==> config.mk <==
export PLATFORM = sky130hd
export DESIGN_NAME = transposition_ctrl
export DESIGN_NICKNAME = d
export VERILOG_FILES = /design/src/rtl/transposition_pkg.sv /design/src/rtl/transposition_perf_cnt.sv /design/src/rtl/transposition_ctrl.sv
export SDC_FILE = /design/constraint.sdc
export NUM_CORES = 1
export LEC_CHECK = 0
export CAP_MARGIN = 20
export CORE_AREA = 2 2 39 41
export DETAILED_ROUTE_END_ITERATION = 12
export DIE_AREA = 0 0 41 43
export DONT_BUFFER_PORTS = 1
export GPL_ROUTABILITY_DRIVEN = 0
export REMOVE_ABC_BUFFERS = 1
export SKIP_LAST_GASP = 1
export SYNTH_ARGS = -nofsm -noshare
export SYNTH_HDL_FRONTEND = slang
export SYNTH_SLANG_ARGS = --single-unit
==> constraint.sdc <==
create_clock -name clk -period 1.5 [get_ports clk]
set_input_delay 0.3 -clock clk [delete_from_list [all_inputs] [get_ports clk]]
set_output_delay 0.3 -clock clk [all_outputs]
set_load 0.03 [all_outputs]
==> src/rtl/transposition_pkg.sv <==
// Shared types and constants for the transposition-array sequencer.
package transposition_pkg;

  typedef enum logic [1:0] {
    IDLE,
    LOAD,
    DRAIN
  } trans_state_e;

  localparam logic DIR_UP     = 1'b0;
  localparam logic DIR_DOWN   = 1'b1;
  localparam logic MODE_LOAD  = 1'b0;
  localparam logic MODE_SHIFT = 1'b1;

endpackage

==> src/rtl/transposition_perf_cnt.sv <==
// Saturating event counter with synchronous clear.
module transposition_perf_cnt #(
  parameter int WIDTH = 32
) (
  input  logic             clk,
  input  logic             clear,
  input  logic             inc,
  output logic [WIDTH-1:0] count
);

  always_ff @(posedge clk) begin
    if (clear) begin
      count <= '0;
    end else if (inc && (count != '1)) begin
      count <= count + WIDTH'(1);
    end
  end

endmodule

==> src/rtl/transposition_ctrl.sv <==
// Load/drain sequencer for the transposition register array.
// Optional TRANSPOSITION_CTRL_PERF_EN adds tile and abort counters.
module transposition_ctrl
  import transposition_pkg::*;
#(
  parameter int SYSTOLIC_WIDTH = 4,
  parameter int CNT_WIDTH      = $clog2(SYSTOLIC_WIDTH)
) (
  input  logic                 clk,
  input  logic                 rst,
  input  logic                 flush,
  input  logic                 in_valid,
  output logic                 in_ready,
  input  logic                 tile_dir,
  output logic                 mode,
  output logic                 dir,
  output logic                 rst_sync,
  output logic                 out_valid,
  output logic                 out_last,
  output logic [CNT_WIDTH-1:0] out_idx,
  output logic                 busy,
  output logic                 err
`ifdef TRANSPOSITION_CTRL_PERF_EN
  ,
  output logic [31:0]          tile_cnt,
  output logic [31:0]          abort_cnt
`endif
);

  localparam logic [CNT_WIDTH-1:0] LAST = CNT_WIDTH'(SYSTOLIC_WIDTH - 1);
  localparam logic [CNT_WIDTH-1:0] ONE  = CNT_WIDTH'(1);

  trans_state_e         state;
  logic [CNT_WIDTH-1:0] cnt;
  logic                 dir_q;
  logic                 abort;
  logic                 underrun;

  assign abort    = rst | flush;
  assign underrun = (state == LOAD) && !in_valid && !abort;

  always_ff @(posedge clk) begin
    if (rst) begin
      state <= IDLE;
      cnt   <= '0;
      dir_q <= DIR_UP;
    end else if (flush) begin
      state <= IDLE;
      cnt   <= '0;
    end else begin
      case (state)
        IDLE: begin
          if (in_valid) begin
            dir_q <= tile_dir;
            cnt   <= ONE;
            state <= LOAD;
          end
        end
        LOAD: begin
          if (!in_valid) begin
            cnt   <= '0;
            state <= IDLE;
          end else if (cnt == LAST) begin
            cnt   <= '0;
            state <= DRAIN;
          end else begin
            cnt <= cnt + ONE;
          end
        end
        DRAIN: begin
          if (cnt == LAST) begin
            cnt   <= '0;
            state <= IDLE;
          end else begin
            cnt <= cnt + ONE;
          end
        end
        default: begin
          cnt   <= '0;
          state <= IDLE;
        end
      endcase
    end
  end

  // Handshake qualifiers are suppressed in any cycle that clears the array.
  assign in_ready  = !abort && (state != DRAIN);
  assign out_valid = !abort && (state == DRAIN);
  assign out_last  = out_valid && (cnt == LAST);
  assign out_idx   = (state == DRAIN) ? cnt : '0;
  assign mode      = (state == DRAIN) ? MODE_SHIFT : MODE_LOAD;
  assign dir       = dir_q;
  assign busy      = (state != IDLE);
  assign err       = underrun;
  assign rst_sync  = abort | underrun;

`ifdef TRANSPOSITION_CTRL_PERF_EN
  logic tile_done;
  logic abort_evt;

  assign tile_done = out_last;
  assign abort_evt = underrun || (flush && !rst && (state != IDLE));

  transposition_perf_cnt #(.WIDTH(32)) u_tile_cnt (
    .clk   (clk),
    .clear (rst),
    .inc   (tile_done),
    .count (tile_cnt)
  );

  transposition_perf_cnt #(.WIDTH(32)) u_abort_cnt (
    .clk   (clk),
    .clear (rst),
    .inc   (abort_evt),
    .count (abort_cnt)
  );
`endif

endmodule

== Word level (Yosys, flattened, before mapping) ==
Index checks and enable logic that the tools add are counted.
Operators by class
  add/subtract/negate cells: 1
  equality and inequality tests: 7
  multiplexer cells: 10
  bitwise gates (word level): 3
  reduce and logical (&&, ||, !) cells: 12
Operators with widths (number)
  $mux W2: 7
  $pmux W2 S3: 2
  $ne A2 B2 Y1 const B: 3
  $reduce_and A3 Y1: 2
  $logic_and A1 B1 Y1: 5
  $eq A2 B2 Y1 const B: 2
  $ne A3 B2 Y1 const B: 1
  $add A2 B1 Y2 const B: 1
  $eq A2 B1 Y1 const B: 1
  $logic_not A1 Y1: 2
  $logic_not A2 Y1: 1
  $or A1 B1 Y1: 2
  $reduce_bool A2 Y1: 1
  $reduce_or A2 Y1: 1
  $mux W1: 1
  $not A1 Y1: 1
Word-level totals
  register bits after elaboration: 5
  input bits: 5
  output and inout bits: 10
  word-level logic and storage cells: 36

== Logic depth before layout (Yosys ltp) ==
Gate-level depths: netlist of run 1.
  depth in word-level cells: 4
  mapped depth: 4
  gate-level depth less buffers: 4

== Worst setup path before layout of run 1 ==
Ideal clock, no wire load.
  kind: input to output
  start: input flush
  end: output err
  arrival: 1.419 ns
  data required time: 1.200 ns
  setup slack: -0.219 ns
  stages on the path: 3
  path buffers: 1
  cell sequence: or2_2 > clkbuf_1 > nor3_1
Between the ends
  longest elaborated chain between the ends: 3
RTL lines
  start: declaration: line transposition_ctrl.sv:11  | input logic flush,
  $or A1 B1 Y1: line transposition_ctrl.sv:39  | assign abort = rst | flush;
  $logic_not A1 Y1: line transposition_ctrl.sv:40  | assign underrun = (state == LOAD) && !in_valid && !abort;
  $logic_and A1 B1 Y1: line transposition_ctrl.sv:40
  end: declaration: line transposition_ctrl.sv:22  | output logic err
No other way between the ends.

== Final worst setup path of run 1 ==
  start: register state[1]
  end: output rst_sync
Between the ends
  longest elaborated chain between the ends: 4
RTL lines
  start: declaration: line transposition_ctrl.sv:33  | trans_state_e state;
  start signal: assignment: line transposition_ctrl.sv:44  | state <= IDLE;
  start signal: assignment: line transposition_ctrl.sv:48  | state <= IDLE;
  start signal: assignment: line transposition_ctrl.sv:56  | state <= LOAD;
  $eq A2 B1 Y1: line transposition_ctrl.sv:40
  $logic_and A1 B1 Y1 (2 in series): line transposition_ctrl.sv:40
  $or A1 B1 Y1: line transposition_ctrl.sv:95  | assign rst_sync = abort | underrun;
  end: declaration: line transposition_ctrl.sv:17  | output logic rst_sync,
No other way between the ends.

==> results.tsv, run 1 <==
metric	value	unit
status	finished, violations left	
violations	setup timing	
grt_pass1_wl	1180	um
die_h	43	um
tightest_slew	0.325	ns
register_area	101	um^2
drive_above_1_share	42.6	%
final_hold_viol_count	0	
finClkSkew	0.00245	ns
maxUsedRoutingLayer	met4	
ant_nets	0	
viasPerCell	4.54	
synth_top_area_share	33.8	%
fin_ws	-0.0346	ns
rr_worst_depth	4	
syn-cell-area	297	um^2
syn_inst	37	
placed_area	395	um^2
cellLeakagePower	0.208	nW
r2r-start	state[1]	
synth_top_cell_by_area	dfxtp_1	
drt-total-wl	752	um
clock_latency	0.24	ns
numPortBuffers	0	
dr_wl_met3	59	um
synthTopCellsByCount	5 x dfxtp_1, 5 x nor2_1, 4 x nand2b_1	
grt_max_degree	8	
ys_seq_area_share	33.8	%
timing.fmax	0.652	GHz
antenna_found_initial	0	
hp-start	rst	
reg2reg_to	cnt[1]	
rows	14	
pre_cts_slack	0.159	ns
crit_type	reg -> out	
multi_input_area	203	um^2
powerDensity	718	nW/um^2
ys_async_sr_fraction	0	%
die_area	1760	um^2
synth.top_cells.by_area	dfxtp_1 34%, nand2b_1 8.4%, nor2_1 6.3%, and2_1 4.2%, ha_1 4.2%	
clock-root-buffer	clkbuf_4	
cp_slowest_cell	dfxtp_2	
cpMostUsedCell	buf_4	
cp-endpoint	rst_sync	
worstSetupStartpointType	flip-flop	
r2r_slack	0.25	ns
drc	0	
syn_avg_cell_area	8.01	um^2
crit_fanout	6	
synth_warnings	0	
fin_crit	1.53	ns
startpoint	state[1]	
cts.sinks	5	
crit_path_max_incr_delay	0.31	ns
design_area	473	um^2
synth_edf_count	0	
n_antenna_cell	0	
setup_viol	3	
initial_core_util	21.4	%
drt_iter0_markers	6	
cap_violations	0	
relSlewSlack	78.0	%
cts_tree	built	
synth_cell_types	23	
nFillCells	153	
end_kind	output port	
core	1380	um^2
met2WireLength	341	um
grt_pass1_vias	300	
cts_made_buffers	3	
drt_first_pass_iters	4	
utilization	34.2	%
hp-class	in -> reg	
h-tree-depth	1	
cts_buffer_depth	2	
grt_overflow	0	
final_max_slew_viol_count	0	
synth_flop_cell	dfxtp_1	
hold_slack	0.123	ns
post-route-period-util	102	%
cp_cell_sequence	buf_4 > nand2b_1 > o21ai_0 > buf_4	
vias	318	
crit_required	1.20	ns
vdd_ir_drop_max	0.376	mV
ys_ff_latch	5	
wl_per_cell	10.7	um
rsz0062_at_grt	yes	
dieWidth	41	um
grt_use_total	10.1	%
fin_nets	61	
wl_met1	333	um
setup_tns	-0.0627	ns
area_delta_synth_final	59.5	%
place_hpwl	575	um
ios	15	
arrival	1.23	ns
clk_pin_slew	0.04	ns
[timing repair]
| action | CTS | global route |
|---|---|---|
| cloned | 0 | 0 |
| gates resized for setup | 6 | 3 |
| endpoints found under the setup margin | 4 | 7 |
| hold buffers | 0 | 0 |
| buffers inserted | 2 | 1 |
[cell families (layout without fill, tap and decap cells)]
logic type,after synthesis,after routing,synth area share (%)
and+or+nand+nor,23,23,45.2
adders and majority gates,1,1,4.22
AOI/OAI and AO/OA,5,5,11.0
DFF,5,5,33.8
buffers and inverters,2,19,2.53
muxes,1,1,3.38
[layer usage]
layer	vias to the layer above	GRT usage, %
li1	161	-
met1	142	12.5
met2	13	13.8
met3	2	3.14
met4	0	8.00
met5	-	0
[how the worst min path moves through the flow]
stage / to / depth (start not counted) / slack, ns
2_1_floorplan: dir / 1 / 0.37
3_3_place_gp: dir / 1 / 0.37
3_5_place_dp: dir / 1 / 0.38
4_1_cts: dir / 1 / 0.12
5_1_grt: dir / 1 / 0.12
6_report: dir / 1 / 0.12
[worst max-delay path: cells and delay by family, from the launching register on]
family | cells | cell delay [ns]
compound gates | 1 | 0.18
buf+inv | 2 | 0.33
simple gates | 1 | 0.16
flops | 1 | 0.31
[sequential cells by signal (all words and copies together), names as in the netlist]
signal,count
cnt,2
dir,1
state,2
[stage by stage]
stage                     instances  total power (W)
after CTS                        69         0.000347
after detailed placement         63         0.000183
after floorplan                  36         0.000171
final                            70         0.000340
after global routing             70         0.000358
after global placement           63         0.000183
[layout by cell type (no fill, tap or decap), types with 2 or more instances in the layout]
| master | synthesis | layout |
|---|---|---|
| clkbuf_4 | 0 | 3 |
| buf_4 | 0 | 11 |
| dfxtp_1 | 5 | 4 |
| nand2b_1 | 4 | 4 |
| nand2_1 | 2 | 2 |
| buf_6 | 0 | 3 |
| nor2_1 | 5 | 5 |
| and2_1 | 2 | 2 |
[power by group]
| group | internal (W) | switching (W) | total [W] |
|---|---|---|---|
| combinational | 0.0000162 | 0.0000216 | 0.0000378 |
| sequential | 0.000137 | 0.00000574 | 0.000143 |
| clock | 0.000101 | 0.0000582 | 0.000159 |
[layout make-up]
cell class,count,area share [%]
Clock buffer,4,5.56
Multi-Input combinational cell,30,42.9
Inverter,1,1.32
Sequential cell,5,21.4
Tap cell,16,4.23
Timing Repair Buffer,14,24.6
Power figures use the tool's default switching activity.
==> run 2, diff against run 1 <==
- PLACE_DENSITY_LB_ADDON: default -> 0.3
==> results.tsv, run 2 (same netlist as run 1, synthesis figures left out) <==
metric	value	unit	change
status	finished, violations left		
violations	setup timing		
h-tree-depth	1		unchanged
cp_slowest_cell	dfxtp_2		
mostFrequentLayoutCell	buf_4		
drt-total-wl	701	um	-6.8%
powerDensity	699	nW/um^2	-2.7%
place_hpwl	570	um	-0.92%
clock_latency	0.24	ns	about the same
grt_pass1_wl	1120	um	-5.3%
finClkSkew	0.00401	ns	+0.00155 ns
core	1380	um^2	unchanged
drive_above_1_share	45.5	%	+2.9 points
crit_fanout	6		unchanged
initial_core_util	21.4	%	unchanged
register_area	103	um^2	+1.2%
final_hold_viol_count	0		unchanged
nFillCells	143		-6.5%
fin_ws	-0.0188	ns	+0.0158 ns
crit_path_max_incr_delay	0.31	ns	about the same
grt_use_total	9.52	%	-0.60 points
vias	316		-0.63%
timing.fmax	0.658	GHz	+1.0%
cp_num_buf_inv	2		unchanged
fin_nets	62		+1.6%
grt_pass1_vias	287		-4.3%
n_antenna_cell	0		unchanged
hp-class	in -> reg		
clock-root-buffer	clkbuf_4		
arrival	1.22	ns	about the same
p_seq_share	42.6	%	+0.5 points
drc	0		unchanged
cts.sinks	5		unchanged
grt_max_degree	8		unchanged
drt_iter0_markers	13		+7
cts_tree	built		
crit_type	reg -> out		
die_h	43	um	unchanged
cellInternalPower	0.000251	W	-1.2%
area_delta_synth_final	62.0	%	
p_sw	0.0000847	W	-1.1%
antenna_found_initial	0		unchanged
end_kind	output port		
pre_cts_slack	0.150	ns	-0.00893 ns
switching_share	25.2	%	about the same
dieWidth	41	um	unchanged
r2r_slack	0.22	ns	-0.03 ns
rows	14		unchanged
relSlewSlack	74.0	%	-4.0 points
combPwrFrac	11.7	%	+0.6 points
worstSetupStartpointType	flip-flop		
fin_crit	1.52	ns	-0.0158 ns
path_delay_family	simple AND/OR/NAND/NOR gates		
multi_input_area	199	um^2	-1.9%
viasPerCell	4.45		-2.0%
placed_area	395	um^2	unchanged
ant_nets	0		unchanged
clk_pin_slew	0.05	ns	about the same
crit_required	1.20	ns	about the same
tightest_slew	0.385	ns	+0.0595 ns
design_area	480	um^2	+1.6%
setup_viol	1		-2
vdd_ir_drop_max	0.357	mV	-5.1%
final_cell_mix	11 x buf_4, 5 x nor2_1, 4 x nand2b_1, 4 x buf_6		
cellLeakagePower	0.215	nW	+3.2%
rsz0062_at_grt	yes		
cts_buffer_depth	2		unchanged
final_max_slew_viol_count	0		unchanged
power	0.000336	W	-1.1%
wl_per_cell	9.87	um	-8.1%
drt_first_pass_iters	2		-2
post-route-period-util	101	%	-1.1 points
numPortBuffers	0		unchanged
grt_overflow	0		unchanged
ios	15		unchanged
cp_cell_sequence	or2b_1 > inv_2 > and3_4 > buf_6		
die_area	1760	um^2	unchanged
cap_violations	0		unchanged
p_clk_share	45.7	%	-1.1 points
cts_made_buffers	3		unchanged
## run 2: final cells by class
cell class / instances / area share (%)
multi-input cells: 30 / 41.4
repair buffers: 15 / 26.6
flip-flops and latches: 5 / 21.4
well taps: 16 / 4.17
clock buffers: 3 / 4.69
inverters: 1 / 0.781
clock inverters: 1 / 1.04
## run 2: timing repair
action,CTS,global route
buffers inserted,4,0
hold buffers,0,0
setup endpoints to repair,4,6
resized for setup,7,2
cloned,0,0
## run 2: worst register-to-register path: cells and delay by family (launching register included)
| family | cells | cell delay, ns |
|---|---|---|
| AND/OR/NAND/NOR | 2 | 0.58 |
| flip-flops | 1 | 0.31 |
| AO/OA/AOI/OAI | 1 | 0.17 |
| buffers and inverters | 1 | 0.14 |
## run 2: worst paths after layout
check,startpoint,to,depth (start not counted)
max,state[1],out_last,4
min reg2reg,cnt[1],cnt[1],2
max reg2reg,state[1],cnt[1],4
min,rst,dir,1
## run 2: routing by layer
metal / routed length (um) / part of all wire, % / global-route usage (%)
met5: 0 / 0 / 0
met4: 8 / 1.1 / 6.00
met2: 341 / 49 / 13.8
met1: 301 / 43 / 10.5
met3: 50 / 7.1 / 4.71
## run 2: per-stage QoR
stage | cells | hold WS [ns] | setup TNS [ns] | util (%)
after floorplan | 36 | 0.372 | -0.319 | -
after global placement | 63 | 0.374 | 0 | 28.6
after detailed placement | 63 | 0.379 | 0 | 28.6
after CTS | 71 | 0.111 | -0.0407 | 34.1
after global routing | 71 | 0.116 | -0.244 | 34.7
final | 71 | 0.123 | -0.0188 | 34.7
## run 2: power groups by stage
stage          registers (W)  logic (W)  clock network (W)
2_1_floorplan       0.000145  0.0000257                  0
3_3_place_gp        0.000146  0.0000375                  0
3_5_place_dp        0.000146  0.0000375                  0
4_1_cts             0.000143  0.0000395           0.000162
5_1_grt             0.000143  0.0000424           0.000167
6_report            0.000143  0.0000394           0.000154
==> run 3, diff against run 2 <==
- clock period: 1.5 -> 1.73 ns (I/O delays scaled with it)
==> results.tsv, run 3 (same netlist as run 1, synthesis figures left out) <==
metric	value	unit	change
status	complete, no violations		
drc	0		unchanged
timing.fmax	0.608	GHz	
p_clk_share	47.2	%	+1.5 points
clock_latency	0.24	ns	about the same
utilization	28.0	%	-6.7 points
drt_first_pass_iters	4		+2
wl_per_cell	10.3	um	+4.4%
maxUsedRoutingLayer	met3		
clock-root-buffer	clkbuf_4		
crit_required	1.38	ns	+0.18 ns
cts_hold_buffers	0		unchanged
crit_type	reg -> out		
mostFrequentLayoutCell	buf_4		
drive_above_1_share	30.4	%	-15 points
viasPerCell	4.73		+6.2%
drt_iter0_markers	4		-9
cp_cell_sequence	or2b_1 > inv_2 > and3_1 > buf_4		
area_delta_synth_final	30.8	%	
arrival	1.30	ns	+0.08 ns
wl_met1	267	um	-11%
ant_nets	0		unchanged
die_area	1760	um^2	unchanged
grt_pass1_vias	239		-17%
dr_wl_met3	99	um	+98%
switching_share	24.9	%	-0.31 points
grt_overflow	0		unchanged
place_hpwl	518	um	-9.1%
numPortBuffers	0		unchanged
post-route-period-util	95.0	%	
cp_slowest_cell	dfxtp_2		
worstSetupStartpointType	flip-flop		
cellLeakagePower	0.165	nW	-23%
grt_pass1_wl	993	um	-11%
nFillCells	157		+9.8%
rsz0062_at_grt	no		
crit_path_max_incr_delay	0.35	ns	+0.04 ns
die_h	43	um	unchanged
end_kind	output port		
cellInternalPower	0.000218	W	-13%
fin_crit	1.64	ns	
setup_viol	0		-1
cts_tree	built		
relSlewSlack	76.8	%	+2.8 points
drt-total-wl	639	um	-8.8%
hp-class	in -> reg		
h-tree-depth	1		unchanged
finClkSkew	0.00405	ns	+0.0000480 ns
final_hold_viol_count	0		unchanged
ios	15		unchanged
combPwrFrac	9.9	%	-1.8 points
vdd_ir_drop_max	0.292	mV	-18%
p_sw	0.0000723	W	-15%
initial_core_util	21.4	%	unchanged
p_seq_share	42.9	%	+0.3 points
cts_buffer_depth	2		unchanged
clk_pin_slew	0.04	ns	about the same
grt_use_total	8.84	%	-0.68 points
rows	14		unchanged
n_antenna_cell	0		unchanged
met2WireLength	271	um	-21%
tightest_slew	0.343	ns	-0.0419 ns
antenna_found_initial	0		unchanged
core	1380	um^2	unchanged
cts_setup_buffers	0		-4
setup_tns	0	ns	+0.0188 ns
dieWidth	41	um	unchanged
grt_max_degree	8		unchanged
cts.sinks	5		unchanged
crit_fanout	7		+1
cts_made_buffers	3		unchanged
cap_violations	0		unchanged
final_max_slew_viol_count	0		unchanged
powerDensity	748	nW/um^2	+7.1%
vias	293		-7.3%
fin_nets	53		-15%
final_cell_mix	6 x buf_4, 5 x nor2_1, 4 x nand2b_1, 4 x dfxtp_1, 3 x clkbuf_4		
run 3: cell types whose count changed in the layout (fill, tap and decap cells not counted), sizes merged:
cell,delta
clkinv,-1
buf,-9
clkbuf,+1
run 3: per-layer routing:
layer	track usage, %	vias up
li1	-	148
met1	9.00	128
met2	11.3	17
met3	9.42	0
met4	4.00	0
met5	0	-
run 3: area by class of cell:
type                       instances  area (um^2)  share of cell area, %
clock buffer                       4         26.3                   6.77
inverter                           1         3.75                  0.968
multi-input combinational         30          191                   49.4
sequential                         5          101                   26.1
tap                               16         20.0                   5.16
timing repair buffer               6         45.0                   11.6
run 3: final timing paths:
kind	end	slack [ns]	from	cells after the start
max	out_last	0.09	state[1]	4
min reg2reg	cnt[1]	0.57	state[0]	2
min	dir	0.17	rst	1
max reg2reg	cnt[1]	0.41	state[0]	3
run 3: power by group through the flow:
stage               Combinational [W]  Sequential [W]  Clock, W
floorplan                   0.0000223        0.000126         0
detailed placement          0.0000290        0.000127         0
CTS                         0.0000291        0.000125  0.000145
global placement            0.0000292        0.000127         0
global route                0.0000316        0.000125  0.000151
finish                      0.0000287        0.000125  0.000137
run 3: timing repair:
| action | in CTS | in global routing |
|---|---|---|
| pin swaps | 0 | 0 |
| endpoints found under the setup margin | 3 | 1 |
| resized for setup | 3 | 1 |
run 3: per-stage QoR:
stage | setup slack, ns | instance area [um^2] | instances | hold slack (ns) | total power, W
3_3_place_gp | 0.273 | 358 | 58 | 0.420 | 0.000156
3_5_place_dp | 0.248 | 358 | 58 | 0.422 | 0.000156
6_report | 0.0856 | 388 | 62 | 0.171 | 0.000290
2_1_floorplan | 0.00306 | 293 | 36 | 0.418 | 0.000148
5_1_grt | 0.000390 | 388 | 62 | 0.159 | 0.000308
4_1_cts | 0.0324 | 388 | 62 | 0.161 | 0.000299
run 3: critical path, delay by kind of cell, from the launching register on:
family | cells | cell delay, ns
buf+inv | 2 | 0.26
simple gates | 2 | 0.44
flops | 1 | 0.35
